$ cat src/rtl/serial_addsub.sv
// Multi-cycle WIDTH-bit adder/subtractor that works through the operands in
// 2-bit slices, LSB first, and keeps a single carry flip-flop between slices.
module serial_addsub_slice (
    input  logic [1:0] a,
    input  logic [1:0] bb,
    input  logic       cin,
    output logic [1:0] s,
    output logic       c1,
    output logic       cout
);
    // c1 is the carry into bit 1; the top slice uses it for signed overflow
    assign s[0] = a[0] ^ bb[0] ^ cin;
    assign c1   = (a[0] & bb[0]) | (a[0] & cin) | (bb[0] & cin);
    assign s[1] = a[1] ^ bb[1] ^ c1;
    assign cout = (a[1] & bb[1]) | (a[1] & c1) | (bb[1] & c1);
endmodule

module serial_addsub #(
    parameter int WIDTH = 8
) (
    input  logic             clk,
    input  logic             rst_n,
    input  logic             start,
    input  logic             sub,
    input  logic [WIDTH-1:0] a,
    input  logic [WIDTH-1:0] b,
    output logic             busy,
    output logic             done,
    output logic [WIDTH-1:0] result,
    output logic             cout,
    output logic             ovf
);
    localparam int SLICES = WIDTH / 2;
    localparam int IW     = (SLICES > 1) ? $clog2(SLICES) : 1;
    localparam logic [IW-1:0] LAST = IW'(SLICES - 1);

    localparam logic [1:0] IDLE = 2'd0;
    localparam logic [1:0] RUN  = 2'd1;
    localparam logic [1:0] DONE = 2'd2;

    logic [1:0]       state;
    logic [WIDTH-1:0] a_q, b_q;
    logic             sub_q;
    logic             carry;
    logic [IW-1:0]    idx;

    logic [1:0] a_sl, bb_sl, s_sl;
    logic       c_mid, c_out;

    assign a_sl  = a_q[2*idx +: 2];
    assign bb_sl = b_q[2*idx +: 2] ^ {2{sub_q}};

    serial_addsub_slice u_slice (
        .a    (a_sl),
        .bb   (bb_sl),
        .cin  (carry),
        .s    (s_sl),
        .c1   (c_mid),
        .cout (c_out)
    );

    assign busy = (state != IDLE);
    assign done = (state == DONE);

    always_ff @(posedge clk) begin
        if (!rst_n) begin
            state  <= IDLE;
            a_q    <= '0;
            b_q    <= '0;
            sub_q  <= 1'b0;
            carry  <= 1'b0;
            idx    <= '0;
            result <= '0;
            cout   <= 1'b0;
            ovf    <= 1'b0;
        end else begin
            case (state)
                IDLE: begin
                    if (start) begin
                        a_q   <= a;
                        b_q   <= b;
                        sub_q <= sub;
                        // subtraction is a + ~b + 1: the +1 enters as the initial carry
                        carry <= sub;
                        idx   <= '0;
                        cout  <= 1'b0;
                        ovf   <= 1'b0;
                        state <= RUN;
                    end
                end
                RUN: begin
                    result[2*idx +: 2] <= s_sl;
                    carry              <= c_out;
                    if (idx == LAST) begin
                        cout  <= c_out;
                        ovf   <= c_mid ^ c_out;
                        state <= DONE;
                    end else begin
                        idx <= idx + IW'(1);
                    end
                end
                DONE:    state <= IDLE;
                default: state <= IDLE;
            endcase
        end
    end
endmodule
$ cat config.mk
export PLATFORM = sky130hd
export DESIGN_NAME = serial_addsub
export DESIGN_NICKNAME = d
export VERILOG_FILES = /design/src/rtl/serial_addsub.sv
export SDC_FILE = /design/constraint.sdc
export NUM_CORES = 1
export LEC_CHECK = 0
export CAP_MARGIN = 20
export CORE_MARGIN = 3
export CORE_UTILIZATION = 45
export CTS_BUF_LIST = sky130_fd_sc_hd__clkbuf_16
export DETAILED_ROUTE_END_ITERATION = 12
export PLACE_DENSITY = 0.71
export SLEW_MARGIN = 20
export SYNTH_ARGS = -nofsm -noshare
export SYNTH_HDL_FRONTEND = slang
export SYNTH_SLANG_ARGS = --single-unit
$ cat constraint.sdc
create_clock -name clk -period 5.32 [get_ports clk]
set_clock_uncertainty 0.15 [all_clocks]
set_input_delay 1.064 -clock clk [delete_from_list [all_inputs] [get_ports clk]]
set_output_delay 1.064 -clock clk [all_outputs]
set_load 0.05 [all_outputs]
* Yosys cells after proc, flatten, opt, wreduce, memory -nomap -nowiden
Cells that the tools add are included.
W data, S select, Z words.
** Word-level totals
- Bits in registers :: 32
- Output and inout port bits :: 12
- Word-level logic and storage cells :: 59
** Cells by class
- Add/sub/neg operators :: 2
- Bitwise logic cells :: 16
- Shifts and indexed selects :: 4
- Equality and inequality tests :: 6
- Reductions and logical operators :: 8
- Mux-type cells :: 14
** Operator list (count)
- $neg A3 Y34 :: 1
- $shift A2 B34 Y8 const A :: 1
- $shiftx A2 B34 Y8 :: 1
- $shiftx A8 B4 Y2 :: 2
- $bwmux W8 :: 1
- $mux W2 :: 4
- $pmux W2 S2 :: 2
- $and A1 B1 Y1 :: 6
- $ne A2 B2 Y1 const B :: 3
- $pmux W1 S2 :: 3
- $reduce_and A2 Y1 :: 3
- $reduce_and A3 Y1 :: 2
- $xor A1 B1 Y1 :: 5
- $eq A2 B2 Y1 const B :: 2
- $mux W1 :: 4
- $or A1 B1 Y1 :: 4
- $reduce_bool A2 Y1 :: 2
- $add A2 B1 Y2 const B :: 1
- $eq A2 B1 Y1 const B :: 1
- $logic_not A2 Y1 :: 1
- $xor A2 B2 Y2 :: 1

* Logic depth before layout (Yosys ltp)
- Depth in word-level cells :: 11
- Mapped depth :: 9
- Mapped depth without buffers :: 8

* Hierarchy
A second synthesis with hierarchy kept.
** Second synthesis, totals
- Cell total of the unflattened synthesis :: 176
- Area, all modules :: 1619.1 um^2
** By module, submodules not included
- serial_addsub :: instances 1, cells an instance 165, area each 1545.2 um^2
- serial_addsub_slice :: instances 1, cells an instance 11, area each 73.8 um^2

* Worst setup path after synthesis
No wires, ideal clock.
- Path kind :: register to register
- From :: register idx[0]
- To :: register result[1]
- Data arrival time :: 2.574 ns
- Cell stages (with the launch flop) :: 10
- Data required time :: 5.100 ns
- Buffers on the path :: 1
- Path slack :: 2.526 ns
- Path through :: dfxtp_1 buf_6 mux4_2 xnor2_1 fa_1 inv_1 fa_1 nand2_1 or4_1 a21boi_1
** On the way
- Longest elaborated chain between the ends :: 8
- Elaborated cells on any way between the ends :: 16
- Classes of those cells :: add/sub (1); shift (4); mux (1); bitwise (10)
** Ends and longest elaborated chain
- from (decl) :: line 45 : logic [IW-1:0] idx;
- from (signal assigned) :: line 99 : idx <= idx + IW'(1);
- $shiftx A8 B4 Y2 :: line 51 : assign bb_sl = b_q[2*idx +: 2] ^ {2{sub_q}};
- $xor A2 B2 Y2 :: line 51
- $and A1 B1 Y1 :: line 13 : assign c1 = (a[0] & bb[0]) | (a[0] & cin) | (bb[0] & cin);
- $or A1 B1 Y1 (2 in a row) :: line 13
- $xor A1 B1 Y1 :: line 14 : assign s[1] = a[1] ^ bb[1] ^ c1;
- $shiftx A2 B34 Y8 :: line 92 : result[2*idx +: 2] <= s_sl;
- $bwmux W8 (*) :: line 92
- to (signal, indexed assignment) :: line 92
- to (decl) :: line 29 : output logic [WIDTH-1:0] result,
Every way passes the cells marked *; elsewhere a longest branch is shown, timed or not.
A chain may end at the register's enable or synchronous reset.

* Final worst setup path
- From :: register state[0]
- To :: output busy
** On the way
- Longest elaborated chain between the ends :: 1
** Ends and longest elaborated chain
- from (decl) :: line 41 : logic [1:0] state;
- from (signal assigned) :: line 67 : state <= IDLE;
- from (signal assigned) :: line 88 : state <= RUN;
- from (signal assigned) :: line 97 : state <= DONE;
- $reduce_bool A2 Y1 :: line 62 : assign busy = (state != IDLE);
- to (decl) :: line 27 : output logic busy,
No other way between the ends.

==> impl_metrics.tcl <==
set metrics [dict create \
    power.density_nw_per_um2 296 \
    timing.critical_path.arrival_ns 2.01 \
    track_usage_pct 16.7 \
    cell_area_after_technology_mapping_um2 1660 \
    cts.repair_timing.setup_buffer_count 0 \
    switchingPower_uw 149 \
    critPathTopFamily "buffers and inverters" \
    synth-async-reset-ratio_pct 0 \
    whs_ns 0.293 \
    io-pin-count 32 \
    finalCoreUtilization_pct 60.3 \
    timing_worst_slew_pin_value_ns 0.660 \
    die_area_um2 4450 \
    p_int_uw 464 \
    yosysSeqAreaShare_pct 38.7 \
    part_of_the_power_in_registers_pct 43.1 \
    sw_ratio_pct 24.4 \
    setup_tns_ns 0 \
    cts_hold_repair.buffers 0 \
    synth_top_flop_cell "sky130_fd_sc_hd__dfxtp_1" \
    chipHeight_um 66.7 \
    layout_min_cycle_time_ns 3.22 \
    placementRows 21 \
    cts_tree "done" \
    grt_overflow_total 0 \
    timing.hold.worst.class "flip-flop to flip-flop" \
    drt-initial-drc-count 60 \
    slew_violations 0 \
    setup_viol_count_final 0 \
    final-hold-violation-count 0 \
    routed_via_density 5.08 \
    p_comb_share_pct 15.1 \
    tritoncts.num_buffers 5 \
    clockPowerShare_pct 41.8 \
    finalInstanceArea_um2 2080 \
    clock_insertion_delay_worst_skew_ns 0.27 \
    dp.final_hpwl_um 2300 \
    end_kind "primary output" \
    avgRoutedWirePerCell_um 12.7 \
    number_of_antenna_violations_at_the_first_check_in_global_routing 0 \
    synth_nets 202 \
    gp_congestion 0.841 \
    cp_cell_sequence "or2_2, clkdlybuf4s50_1" \
    synthesized_instance_count 174 \
    cp_num_buf_inv 1 \
    grt_pass1_vias 1279 \
    period_share_pct 60.6 \
    core_um2 3440 \
    status "finished clean" \
    die_w_um 66.7 \
    mostFrequentLayoutCells "50 x sky130_fd_sc_hd__nand2_1, 32 x sky130_fd_sc_hd__dfxtp_1, 30 x sky130_fd_sc_hd__clkdlybuf4s50_1" \
    max-vdd-ir-drop_uv 160 \
    via_count 1259 \
    ys_ff_latch 32 \
    worst-path-max-fanout 12 \
    drv.max_cap_violation_count 0 \
    crit_type "flip-flop to primary output" \
    worst_path_cell_with_the_longest_stage_delay "sky130_fd_sc_hd__clkdlybuf4s50_1" \
    syn_area_per_cell_um2 9.52 \
    number_of_enable_type_register_cells_in_the_synthesized_netlist 0 \
    cts.path.max_buffers 2 \
    timing.max_slew.rel_slack_pct 56.0 \
    tritoncts_num_sinks 32 \
    cts-root-buf "sky130_fd_sc_hd__clkbuf_16" \
    detailed_place.area_um2 1950 \
    maxClockFrequency_mhz 310 \
    route.antenna.remaining_nets 0 \
    final_common_cell "sky130_fd_sc_hd__nand2_1" \
    yosysWarningCount 0 \
    htreeDepth 2 \
    routed_wl_um 3150 \
    route.detailed.drc 0 \
    antenna_cells_inserted 0 \
    grt_pass1_wl_um 5520 \
    setup.reg_to_reg.worst_slack_ns 2.15 \
    drt_pass1_iterations 4 \
    grt_setup_unrepaired "no" \
    design.final.nets 230 \
    initial_utilization_pct 48.1 \
    power.static_leakage_nw 0.837 \
    timing.critical_path.required_ns 4.11 \
    worst_setup_hold_path_clk_slew_ns 0.05 \
    launching_element_type_of_the_critical_path "flip-flop" \
    yosys.cell_types.count 37 \
    grt_start_max_net_pins 37 \
    post_cts_resize_count 0 \
    crit_path_max_incr_delay_ns 0.80 \
    place.port_buffers 31 \
    post_route_cells_drive_above_1_share_pct 8.91 \
    areaGrowthSynthToFinish_pct 25.3 \
]
registers in the layout, indices dropped and copies added (netlist names):
register,count
a_q,8
b_q,8
result,8
idx,2
state,2
carry,1
cout,1
ovf,1
sub_q,1
final cells by class:
| type | count | area [µm²] |
|---|---|---|
| Fill cell | 309 | 1370 |
| Multi-Input combinational cell | 126 | 917 |
| Sequential cell | 32 | 641 |
| Timing Repair Buffer | 31 | 305 |
| Clock buffer | 5 | 125 |
| Tap cell | 46 | 57.6 |
| Inverter | 6 | 22.5 |
| Clock inverter | 2 | 7.51 |
worst paths after layout:
| check | start | to | depth (start not counted) |
|---|---|---|---|
| worst max register to register | idx[0]$_SDFFE_PN0P_ | result[1]$_SDFFE_PN0P_ | 8 |
| worst min register to register | result[2]$_SDFFE_PN0P_ | result[2]$_SDFFE_PN0P_ | 2 |
| worst max-delay path | state[0]$_SDFFE_PN0P_ | busy | 2 |
| worst min-delay path | result[2]$_SDFFE_PN0P_ | result[2]$_SDFFE_PN0P_ | 2 |
synth_stat cells (2+ instances only):
cell	n	share of area (%)
sky130_fd_sc_hd__nand3b_1	2	0.91
sky130_fd_sc_hd__mux4_2	4	5.4
sky130_fd_sc_hd__nand3_1	3	0.91
sky130_fd_sc_hd__nand3b_4	3	3.6
sky130_fd_sc_hd__o22ai_1	2	0.76
sky130_fd_sc_hd__xnor2_1	2	1.1
sky130_fd_sc_hd__a21boi_1	16	7.3
sky130_fd_sc_hd__a21boi_0	9	4.1
sky130_fd_sc_hd__buf_6	5	3.4
sky130_fd_sc_hd__clkbuf_1	4	0.91
sky130_fd_sc_hd__nand4_1	2	0.76
sky130_fd_sc_hd__mux2i_1	3	1.8
sky130_fd_sc_hd__ha_1	6	4.5
sky130_fd_sc_hd__dfxtp_1	32	39
sky130_fd_sc_hd__inv_1	6	1.4
sky130_fd_sc_hd__fa_1	2	2.4
sky130_fd_sc_hd__nand2_1	50	11
sky130_fd_sc_hd__or3_1	2	0.76
sky130_fd_sc_hd__or3b_1	3	1.6
tightest hold or removal path, delay by kind of cell (launching register included):
| family | cells | cell delay, ns |
|---|---|---|
| flip-flops | 1 | 0.30 |
| AND/OR/NAND/NOR | 1 | 0.05 |
| AO/OA/AOI/OAI | 1 | 0.04 |
logic make-up (layout without fill, tap and decap cells):
group	Yosys count	count (layout)	synth area share (%)
and+or+nand+nor	79	79	26.8
DFF	32	32	38.7
AOI/OAI and AO/OA	29	29	12.8
buffers and inverters	16	44	5.97
adders and majority gates	8	8	6.95
muxes	7	7	7.25
xor gates and xnor gates	3	3	1.59
per-layer routing:
| metal | vias to the layer above | wire (µm) | track usage (%) |
|---|---|---|---|
| li1 | 641 | - | - |
| met1 | 588 | 1330 | 17.8 |
| met2 | 26 | 1610 | 29.8 |
| met3 | 4 | 160 | 6.24 |
| met4 | 0 | 40 | 6.09 |
| met5 | - | 0 | 0 |
through the flow:
stage                     std cells  power, mW  setup slack [ns]
after detailed placement        241      0.363              2.14
after CTS                       248      0.622              2.08
after global routing            248      0.644              1.93
after global placement          241      0.360              2.21
final                           248      0.614              2.10
after floorplan                 174      0.335              2.53
power by group through the flow:
stage	combinational [mW]	sequential (mW)	clock, mW
3_5_place_dp	0.0939	0.269	0
6_report	0.0926	0.264	0.257
4_1_cts	0.0941	0.265	0.263
2_1_floorplan	0.0691	0.266	0
3_3_place_gp	0.0913	0.269	0
5_1_grt	0.102	0.266	0.276
No activity file was read; power rests on OpenSTA's default activity.
